===== src/rtl/sap1_ctrl_seq_if.sv =====
// SAP-1 controller-sequencer bus: run/opcode inputs, ring state, control word,
// halt flag and MAR address-mux controls. The sequencer connects to the slave
// modport; the datapath/IR side connects to the master modport.
interface sap1_ctrl_seq_if;
    logic       RUN;
    logic [3:0] OP;
    logic [5:0] T;
    logic       CP;
    logic       EP;
    logic       LM;
    logic       CE;
    logic       LI;
    logic       EI;
    logic       LA;
    logic       EA;
    logic       SU;
    logic       EU;
    logic       LB;
    logic       LO;
    logic       HALT;
    logic       MUX_S;
    logic       MUX_E;

    modport master (
        output RUN, OP,
        input  T, CP, EP, LM, CE, LI, EI, LA, EA, SU, EU, LB, LO,
        input  HALT, MUX_S, MUX_E
    );

    modport slave (
        input  RUN, OP,
        output T, CP, EP, LM, CE, LI, EI, LA, EA, SU, EU, LB, LO,
        output HALT, MUX_S, MUX_E
    );
endinterface


===== src/rtl/sap1_ctrl_seq.sv =====
// SAP-1 controller-sequencer: one-hot T1..T6 ring counter plus opcode decode
// producing the datapath control word and the MAR address-mux controls.
// Optional build macro: SAP1_VAR_CYCLE_EN (variable machine cycle; the ring
// returns to T1 right after each opcode's last active state).
module sap1_ctrl_seq #(
    parameter logic [3:0] OP_LDA = 4'h0,
    parameter logic [3:0] OP_ADD = 4'h1,
    parameter logic [3:0] OP_SUB = 4'h2,
    parameter logic [3:0] OP_OUT = 4'hE,
    parameter logic [3:0] OP_HLT = 4'hF
) (
    input  logic           CLK,
    input  logic           CLR,
    sap1_ctrl_seq_if.slave bus
);

    typedef enum logic [5:0] {
        S_T1 = 6'b000001,
        S_T2 = 6'b000010,
        S_T3 = 6'b000100,
        S_T4 = 6'b001000,
        S_T5 = 6'b010000,
        S_T6 = 6'b100000
    } ring_t;

    typedef struct packed {
        logic cp;
        logic ep;
        logic lm;
        logic ce;
        logic li;
        logic ei;
        logic la;
        logic ea;
        logic su;
        logic eu;
        logic lb;
        logic lo;
    } ctrl_t;

    ring_t state;
    ring_t last_t;
    ring_t ring_next;
    logic  halt_q;
    ctrl_t ctrl;

    // Last active T state of the current instruction (ring wraps after it)
    always_comb begin
        last_t = S_T6;
`ifdef SAP1_VAR_CYCLE_EN
        case (bus.OP)
            OP_LDA:         last_t = S_T5;
            OP_ADD, OP_SUB: last_t = S_T6;
            OP_OUT:         last_t = S_T4;
            OP_HLT:         last_t = S_T6;
            default:        last_t = S_T3;
        endcase
`endif
    end

    // Successor in the ring: rotate left, or wrap to T1 after the last state
    always_comb begin
        if (state == last_t) begin
            ring_next = S_T1;
        end else begin
            ring_next = ring_t'({state[4:0], state[5]});
        end
    end

    // Ring counter and halt latch; RUN gates only the T1 -> T2 step
    always_ff @(posedge CLK) begin
        if (CLR) begin
            state  <= S_T1;
            halt_q <= 1'b0;
        end else if (!halt_q) begin
            case (state)
                S_T1: begin
                    if (bus.RUN) begin
                        state <= ring_next;
                    end
                end
                S_T4: begin
                    if (bus.OP == OP_HLT) begin
                        halt_q <= 1'b1;
                    end else begin
                        state <= ring_next;
                    end
                end
                S_T2, S_T3, S_T5, S_T6: begin
                    state <= ring_next;
                end
                default: begin
                    state <= S_T1;
                end
            endcase
        end
    end

    // Control word decode from ring state and opcode; forced low in reset/halt
    always_comb begin
        ctrl = '0;
        if (!CLR && !halt_q) begin
            case (state)
                S_T1: begin
                    if (bus.RUN) begin
                        ctrl.ep = 1'b1;
                        ctrl.lm = 1'b1;
                    end
                end
                S_T2: begin
                    ctrl.cp = 1'b1;
                end
                S_T3: begin
                    ctrl.ce = 1'b1;
                    ctrl.li = 1'b1;
                end
                S_T4: begin
                    case (bus.OP)
                        OP_LDA, OP_ADD, OP_SUB: begin
                            ctrl.ei = 1'b1;
                            ctrl.lm = 1'b1;
                        end
                        OP_OUT: begin
                            ctrl.ea = 1'b1;
                            ctrl.lo = 1'b1;
                        end
                        default: ;
                    endcase
                end
                S_T5: begin
                    case (bus.OP)
                        OP_LDA: begin
                            ctrl.ce = 1'b1;
                            ctrl.la = 1'b1;
                        end
                        OP_ADD, OP_SUB: begin
                            ctrl.ce = 1'b1;
                            ctrl.lb = 1'b1;
                        end
                        default: ;
                    endcase
                end
                S_T6: begin
                    case (bus.OP)
                        OP_ADD: begin
                            ctrl.eu = 1'b1;
                            ctrl.la = 1'b1;
                        end
                        OP_SUB: begin
                            ctrl.eu = 1'b1;
                            ctrl.la = 1'b1;
                            ctrl.su = 1'b1;
                        end
                        default: ;
                    endcase
                end
                default: ;
            endcase
        end
    end

    assign bus.T     = state;
    assign bus.HALT  = halt_q;
    assign bus.CP    = ctrl.cp;
    assign bus.EP    = ctrl.ep;
    assign bus.LM    = ctrl.lm;
    assign bus.CE    = ctrl.ce;
    assign bus.LI    = ctrl.li;
    assign bus.EI    = ctrl.ei;
    assign bus.LA    = ctrl.la;
    assign bus.EA    = ctrl.ea;
    assign bus.SU    = ctrl.su;
    assign bus.EU    = ctrl.eu;
    assign bus.LB    = ctrl.lb;
    assign bus.LO    = ctrl.lo;
    assign bus.MUX_S = bus.RUN & ~halt_q & ~CLR;
    assign bus.MUX_E = ~CLR;

endmodule


===== src/flat_wrapper.sv =====
// flat-port wrapper written by rule: the top's interface ports become plain ports
module sap1_ctrl_seq_flat 
#(
    parameter logic [3:0] OP_LDA = 4'h0,
    parameter logic [3:0] OP_ADD = 4'h1,
    parameter logic [3:0] OP_SUB = 4'h2,
    parameter logic [3:0] OP_OUT = 4'hE,
    parameter logic [3:0] OP_HLT = 4'hF
)
  (CLK, CLR, bus_RUN, bus_OP, bus_T, bus_CP, bus_EP, bus_LM, bus_CE, bus_LI, bus_EI, bus_LA, bus_EA, bus_SU, bus_EU, bus_LB, bus_LO, bus_HALT, bus_MUX_S, bus_MUX_E);
  sap1_ctrl_seq_if bus_i ();
  input  logic CLK;
  input  logic CLR;
  input wire logic [$bits(bus_i.RUN)-1:0] bus_RUN;
  input wire logic [$bits(bus_i.OP)-1:0] bus_OP;
  output wire logic [$bits(bus_i.T)-1:0] bus_T;
  output wire logic [$bits(bus_i.CP)-1:0] bus_CP;
  output wire logic [$bits(bus_i.EP)-1:0] bus_EP;
  output wire logic [$bits(bus_i.LM)-1:0] bus_LM;
  output wire logic [$bits(bus_i.CE)-1:0] bus_CE;
  output wire logic [$bits(bus_i.LI)-1:0] bus_LI;
  output wire logic [$bits(bus_i.EI)-1:0] bus_EI;
  output wire logic [$bits(bus_i.LA)-1:0] bus_LA;
  output wire logic [$bits(bus_i.EA)-1:0] bus_EA;
  output wire logic [$bits(bus_i.SU)-1:0] bus_SU;
  output wire logic [$bits(bus_i.EU)-1:0] bus_EU;
  output wire logic [$bits(bus_i.LB)-1:0] bus_LB;
  output wire logic [$bits(bus_i.LO)-1:0] bus_LO;
  output wire logic [$bits(bus_i.HALT)-1:0] bus_HALT;
  output wire logic [$bits(bus_i.MUX_S)-1:0] bus_MUX_S;
  output wire logic [$bits(bus_i.MUX_E)-1:0] bus_MUX_E;
  assign bus_i.RUN = bus_RUN;
  assign bus_i.OP = bus_OP;
  assign bus_T = bus_i.T;
  assign bus_CP = bus_i.CP;
  assign bus_EP = bus_i.EP;
  assign bus_LM = bus_i.LM;
  assign bus_CE = bus_i.CE;
  assign bus_LI = bus_i.LI;
  assign bus_EI = bus_i.EI;
  assign bus_LA = bus_i.LA;
  assign bus_EA = bus_i.EA;
  assign bus_SU = bus_i.SU;
  assign bus_EU = bus_i.EU;
  assign bus_LB = bus_i.LB;
  assign bus_LO = bus_i.LO;
  assign bus_HALT = bus_i.HALT;
  assign bus_MUX_S = bus_i.MUX_S;
  assign bus_MUX_E = bus_i.MUX_E;
  sap1_ctrl_seq #(.OP_LDA(OP_LDA), .OP_ADD(OP_ADD), .OP_SUB(OP_SUB), .OP_OUT(OP_OUT), .OP_HLT(OP_HLT)) u_core (.CLK(CLK), .CLR(CLR), .bus(bus_i));
endmodule

===== config.mk =====
export PLATFORM = sky130hd
export DESIGN_NAME = sap1_ctrl_seq_flat
export DESIGN_NICKNAME = d
export VERILOG_FILES = /design/src/rtl/sap1_ctrl_seq_if.sv /design/src/rtl/sap1_ctrl_seq.sv /design/src/flat_wrapper.sv
export SDC_FILE = /design/constraint.sdc
export NUM_CORES = 1
export LEC_CHECK = 0
export ABC_AREA = 0
export BUFFER_PORTS_ARGS = -buffer_cell sky130_fd_sc_hd__buf_2
export CORE_AREA = 2 2 40 42
export CTS_CLUSTER_SIZE = 30
export DETAILED_ROUTE_END_ITERATION = 7
export DIE_AREA = 0 0 42 44
export GPL_TIMING_DRIVEN = 1
export PLACE_DENSITY = 0.74
export RECOVER_POWER = 25
export SETUP_SLACK_MARGIN = 0.3
export SYNTH_ARGS = -nofsm -noshare
export SYNTH_HDL_FRONTEND = slang
export SYNTH_SLANG_ARGS = --single-unit

===== constraint.sdc =====
create_clock -name CLK -period 2.1 [get_ports CLK]
set_clock_uncertainty 0.1 [all_clocks]
set_input_delay 0.42 -clock CLK [delete_from_list [all_inputs] [get_ports CLK]]
set_output_delay 0.42 -clock CLK [all_outputs]
set_load 0.01 [all_outputs]

# Word level (Yosys, flattened, before mapping)
# Index checks and enable logic that the tools add are counted.
# totals
word_cells	50
in_bits	7
reg_bits	7
out_inout_bits	21
# classes
reduce_logical	8
bitwise	4
eq_ne	12
mux	24
# ops
cell	n
$mux W6	3
$pmux W6 S3	1
$mux W1	14
$mux W12	1
$eq A4 B4 Y1 const B	2
$eq A6 B1 Y1 const B	1
$eq A6 B2 Y1 const B	1
$eq A6 B3 Y1 const B	1
$eq A6 B4 Y1 const B	1
$eq A6 B5 Y1 const B	1
$eq A6 B6 Y1 const B	1
$pmux W1 S2	3
$eq A4 B1 Y1 const B	1
$eq A4 B2 Y1 const B	1
$logic_not A4 Y1	1
$mux W2	2
$ne A2 B2 Y1 const B	2
$reduce_or A4 Y1	1
$reduce_and A3 Y1	1
$reduce_or A3 Y1	1
$and A1 B1 Y1	2
$logic_not A1 Y1	2
$not A1 Y1	2
$reduce_or A2 Y1	1
$logic_and A1 B1 Y1	1

# Logic depth before layout (Yosys ltp)
# logic_depth
ltp_word	5
mapped_depth	5
mapped_depth_nobuf	4

# Least setup slack after synthesis
# OpenSTA, ideal clock, no wires.
# synth_path
path_kind	flip-flop to output port
from	register u_core.state[5], in the netlist u_core.bus.T[5]
to	output bus_LO
required_time_ps	1580
path_stages_with_launch	6
arrival_time_ps	1655
slack_ps	-75
n_path_buf	2
cell_sequence	dfxtp_1 > buf_2 > nor4_4 > nand2_1 > nor4_1 > buf_4
# synth_between
elab_chain_len	3
# synth_rtl
element	line	rtl
from (decl)	sap1_ctrl_seq.sv:41	ring_t state;
from (signal assigned)	sap1_ctrl_seq.sv:79	state <= ring_next;
from (signal assigned)	sap1_ctrl_seq.sv:86	state <= ring_next;
from (signal assigned)	sap1_ctrl_seq.sv:90	state <= ring_next;
$eq A6 B4 Y1	sap1_ctrl_seq.sv:103	case (state)
$mux W1	sap1_ctrl_seq.sv:103	
$mux W12	sap1_ctrl_seq.sv:102	if (!CLR && !halt_q) begin
to (decl)	flat_wrapper.sv:28	output wire logic [$bits(bus_i.LO)-1:0] bus_LO;
# No other way between the ends.

# Worst setup path in the final report
# layout_path
from	register u_core.state[2], in the netlist u_core.bus.T[2]
to	output bus_CP
# layout_between
elab_chain_len	3
# layout_rtl
element	line	rtl
$eq A6 B2 Y1	sap1_ctrl_seq.sv:103	
$mux W1	sap1_ctrl_seq.sv:103	
$mux W12	sap1_ctrl_seq.sv:102	
to (decl)	flat_wrapper.sv:17	output wire logic [$bits(bus_i.CP)-1:0] bus_CP;
# No other way between the ends.

==> impl_metrics.tcl <==
set metrics [dict create \
    outcome "complete, but fails checks" \
    violations "negative setup slack" \
    fin_cells 126 \
    postCtsHoldBufs 0 \
    setup_viol 2 \
    grt.overflow.total 0 \
    fin_ws_ns -0.0290 \
    max_stage_delay_ns 0.56 \
    io_pins 28 \
    layout.nets 118 \
    fin_crit_ns 2.13 \
    vias_per_cell 6.00 \
    die_h_um 44 \
    avgSynthCellArea_um2 8.11 \
    setup.worst_path.class "flop to output port" \
    hpwl_um 1240 \
    slew_violations 0 \
    worst_slew_pin_slew_ns 0.347 \
    routedWlPerCell_um 15.3 \
    antenna_found_initial 0 \
    cp_slowest_cell "or4b_4" \
    swShare_pct 34.8 \
    multi_input_area_um2 475 \
    drt_iter0_drc 14 \
    clock_sinks 7 \
    fp-row-count 14 \
    crit_path_start "u_core.bus.T[2]" \
    post-route-period-util_pct 101 \
    diodes 0 \
    postSynthCellCount 73 \
    crit_required_ns 1.58 \
    p_switching_mw 0.149 \
    r2r-start "u_core.bus.T[2]" \
    drtAntennaViolNets 0 \
    mostFrequentLayoutCell "buf_2" \
    cts-root-buf "clkbuf_4" \
    dieArea_um2 1850 \
    fmax_ghz 0.470 \
    start_util_pct 41.7 \
    area_growth_pct 58.6 \
    path_max_fanout 7 \
    netlist_area_um2 592 \
    power_frac_seq_pct 36.5 \
    drc_errors 0 \
    seq_area_um2 161 \
    hp-class "input port to flop" \
    core_um2 1420 \
    routed_wl_um 1930 \
    nFillCells 129 \
    ys_seq_elements 7 \
    maxCapViolations 0 \
    grt_max_degree 12 \
    pre_cts_slack_ns 0.225 \
    ir_drop_v 0.000318 \
    power.leakage_nw 0.440 \
    ys_seq_area_share_pct 23.7 \
    firstDrtPassIters 4 \
    layout_common_cells "26 x buf_2, 12 x buf_4" \
    gp_congestion 0.879 \
    rsz0062_at_grt "true" \
    grt_pass1_wl_um 3220 \
    htree_levels 1 \
    p_int_mw 0.278 \
    combinationalPowerShare_pct 31.4 \
    critPathArrivalTime_ns 1.61 \
    grt_pass1_vias 713 \
    syn_nets 80 \
    power.share.clock_pct 32.1 \
    fin_setup_tns_ns -0.0387 \
    cp-end-kind "output port" \
    grt.total_usage_pct 22.9 \
    placed_cells 112 \
    path_cells "or4b_4 -> nor4b_4 -> buf_2" \
    io_buffers 27 \
    yosys.cell_types.count 35 \
    power_density_nw_per_um2 455 \
    hold_viol 0 \
    cts_buffers 3 \
    hp-start "CLR" \
    synth_warnings 0 \
    tritoncts "built" \
    worst_setup_path_start_kind "flop" \
    clkTransAtPathRegs_ns 0.07 \
    clock_path_buffers 2 \
    regToRegSetupSlack_ns 0.39 \
    vias 756 \
    fp.dieW_um 42 \
    drive_gt1_share_pct 61.8 \
    relSlewSlack_pct 76.7 \
    insertion_delay_ns 0.27 \
]
==> synthesized netlist by cell type <==
master,n,area (um^2)
nand2b_1,3,18.8
or3_1,1,6.26
a41oi_1,1,8.76
nor4_1,3,18.8
nor2_1,8,30.0
and4b_1,1,10.0
o21ai_0,2,10.0
buf_4,1,7.51
buf_2,4,20.0
nand3_1,1,5.00
or4_2,1,8.76
dfxtp_1,7,140
o31ai_1,2,15.0
clkbuf_1,2,7.51
nor4_4,1,21.3
xor2_1,1,8.76
a31o_1,2,17.5
nor3b_1,1,7.51
and4bb_2,1,12.5
nand4bb_1,1,11.3
a21oi_1,2,10.0
a31oi_1,1,6.26
xnor2_1,1,8.76
o21ai_1,3,15.0
inv_1,3,11.3
nand4b_1,2,17.5
nand3b_1,5,37.5
o211ai_1,1,7.51
nand2_1,5,18.8
and2_1,1,6.26
a41o_1,1,10.0
nor4b_4,1,23.8
o21a_1,1,7.51
nor4_2,1,12.5
or4b_4,1,13.8
==> metal layers <==
metal  vias up  wire length (um)  global-route usage, %
met5         -                 0                      0
met3        12               122                   5.00
met4         0                68                   11.0
met1       357               766                   26.6
li1        350                 -                      -
met2        37               973                   40.0
==> worst paths after layout <==
check / cells after the start / to
setup / recovery: 3 / bus_CP
hold / removal: 2 / u_core.bus.HALT
setup reg to reg: 5 / u_core.bus.T[2]
hold reg to reg: 2 / u_core.bus.T[1]
==> state kept, by name, summed over array words and instances, names as in the netlist <==
register	count
u_core.bus.HALT	1
u_core.bus.T	6
==> logic make-up after synthesis <==
kind of cell    share of synthesized area (%)
compound gates                           18.2
xor+xnor                                 2.96
buf+inv                                  7.82
flops                                    23.7
simple gates                             47.4
==> cell type report <==
cell class	instances	area share (%)
Multi-Input combinational cell	56	50.7
Sequential cell	7	17.2
Inverter	3	1.20
Clock inverter	1	0.533
Timing Repair Buffer	40	25.9
Clock buffer	3	2.40
Tap cell	16	2.13
==> critical path, delay by kind of cell (launching register included) <==
family / cells / cell delay (ns)
flops: 1 / 0.38
buf+inv: 1 / 0.17
simple gates: 2 / 0.79
==> stage by stage <==
stage               power (mW)  util (%)  cell area [um^2]  hold slack, ns
floorplan                0.240         -               648           0.414
global placement         0.265      54.2               769           0.419
detailed placement       0.266      54.2               769           0.426
CTS                      0.418      63.5               901           0.373
global route             0.446      66.1               938           0.403
finish                   0.427      66.1               938           0.387
==> power groups by stage <==
| stage | sequential, mW | clock (mW) | combinational (mW) |
|---|---|---|---|
| 4_1_cts | 0.155 | 0.137 | 0.126 |
| 3_5_place_dp | 0.160 | 0 | 0.106 |
| 5_1_grt | 0.158 | 0.143 | 0.145 |
| 6_report | 0.156 | 0.137 | 0.134 |
| 3_3_place_gp | 0.160 | 0 | 0.105 |
| 2_1_floorplan | 0.155 | 0 | 0.0847 |
==> what timing repair did <==
item | 4_1_cts | 5_1_grt
buffers inserted | 9 | 1
pin swaps | 10 | 1
endpoints found under the setup margin | 12 | 17
resized for setup | 12 | 10
(Power assumes the default switching activity.)
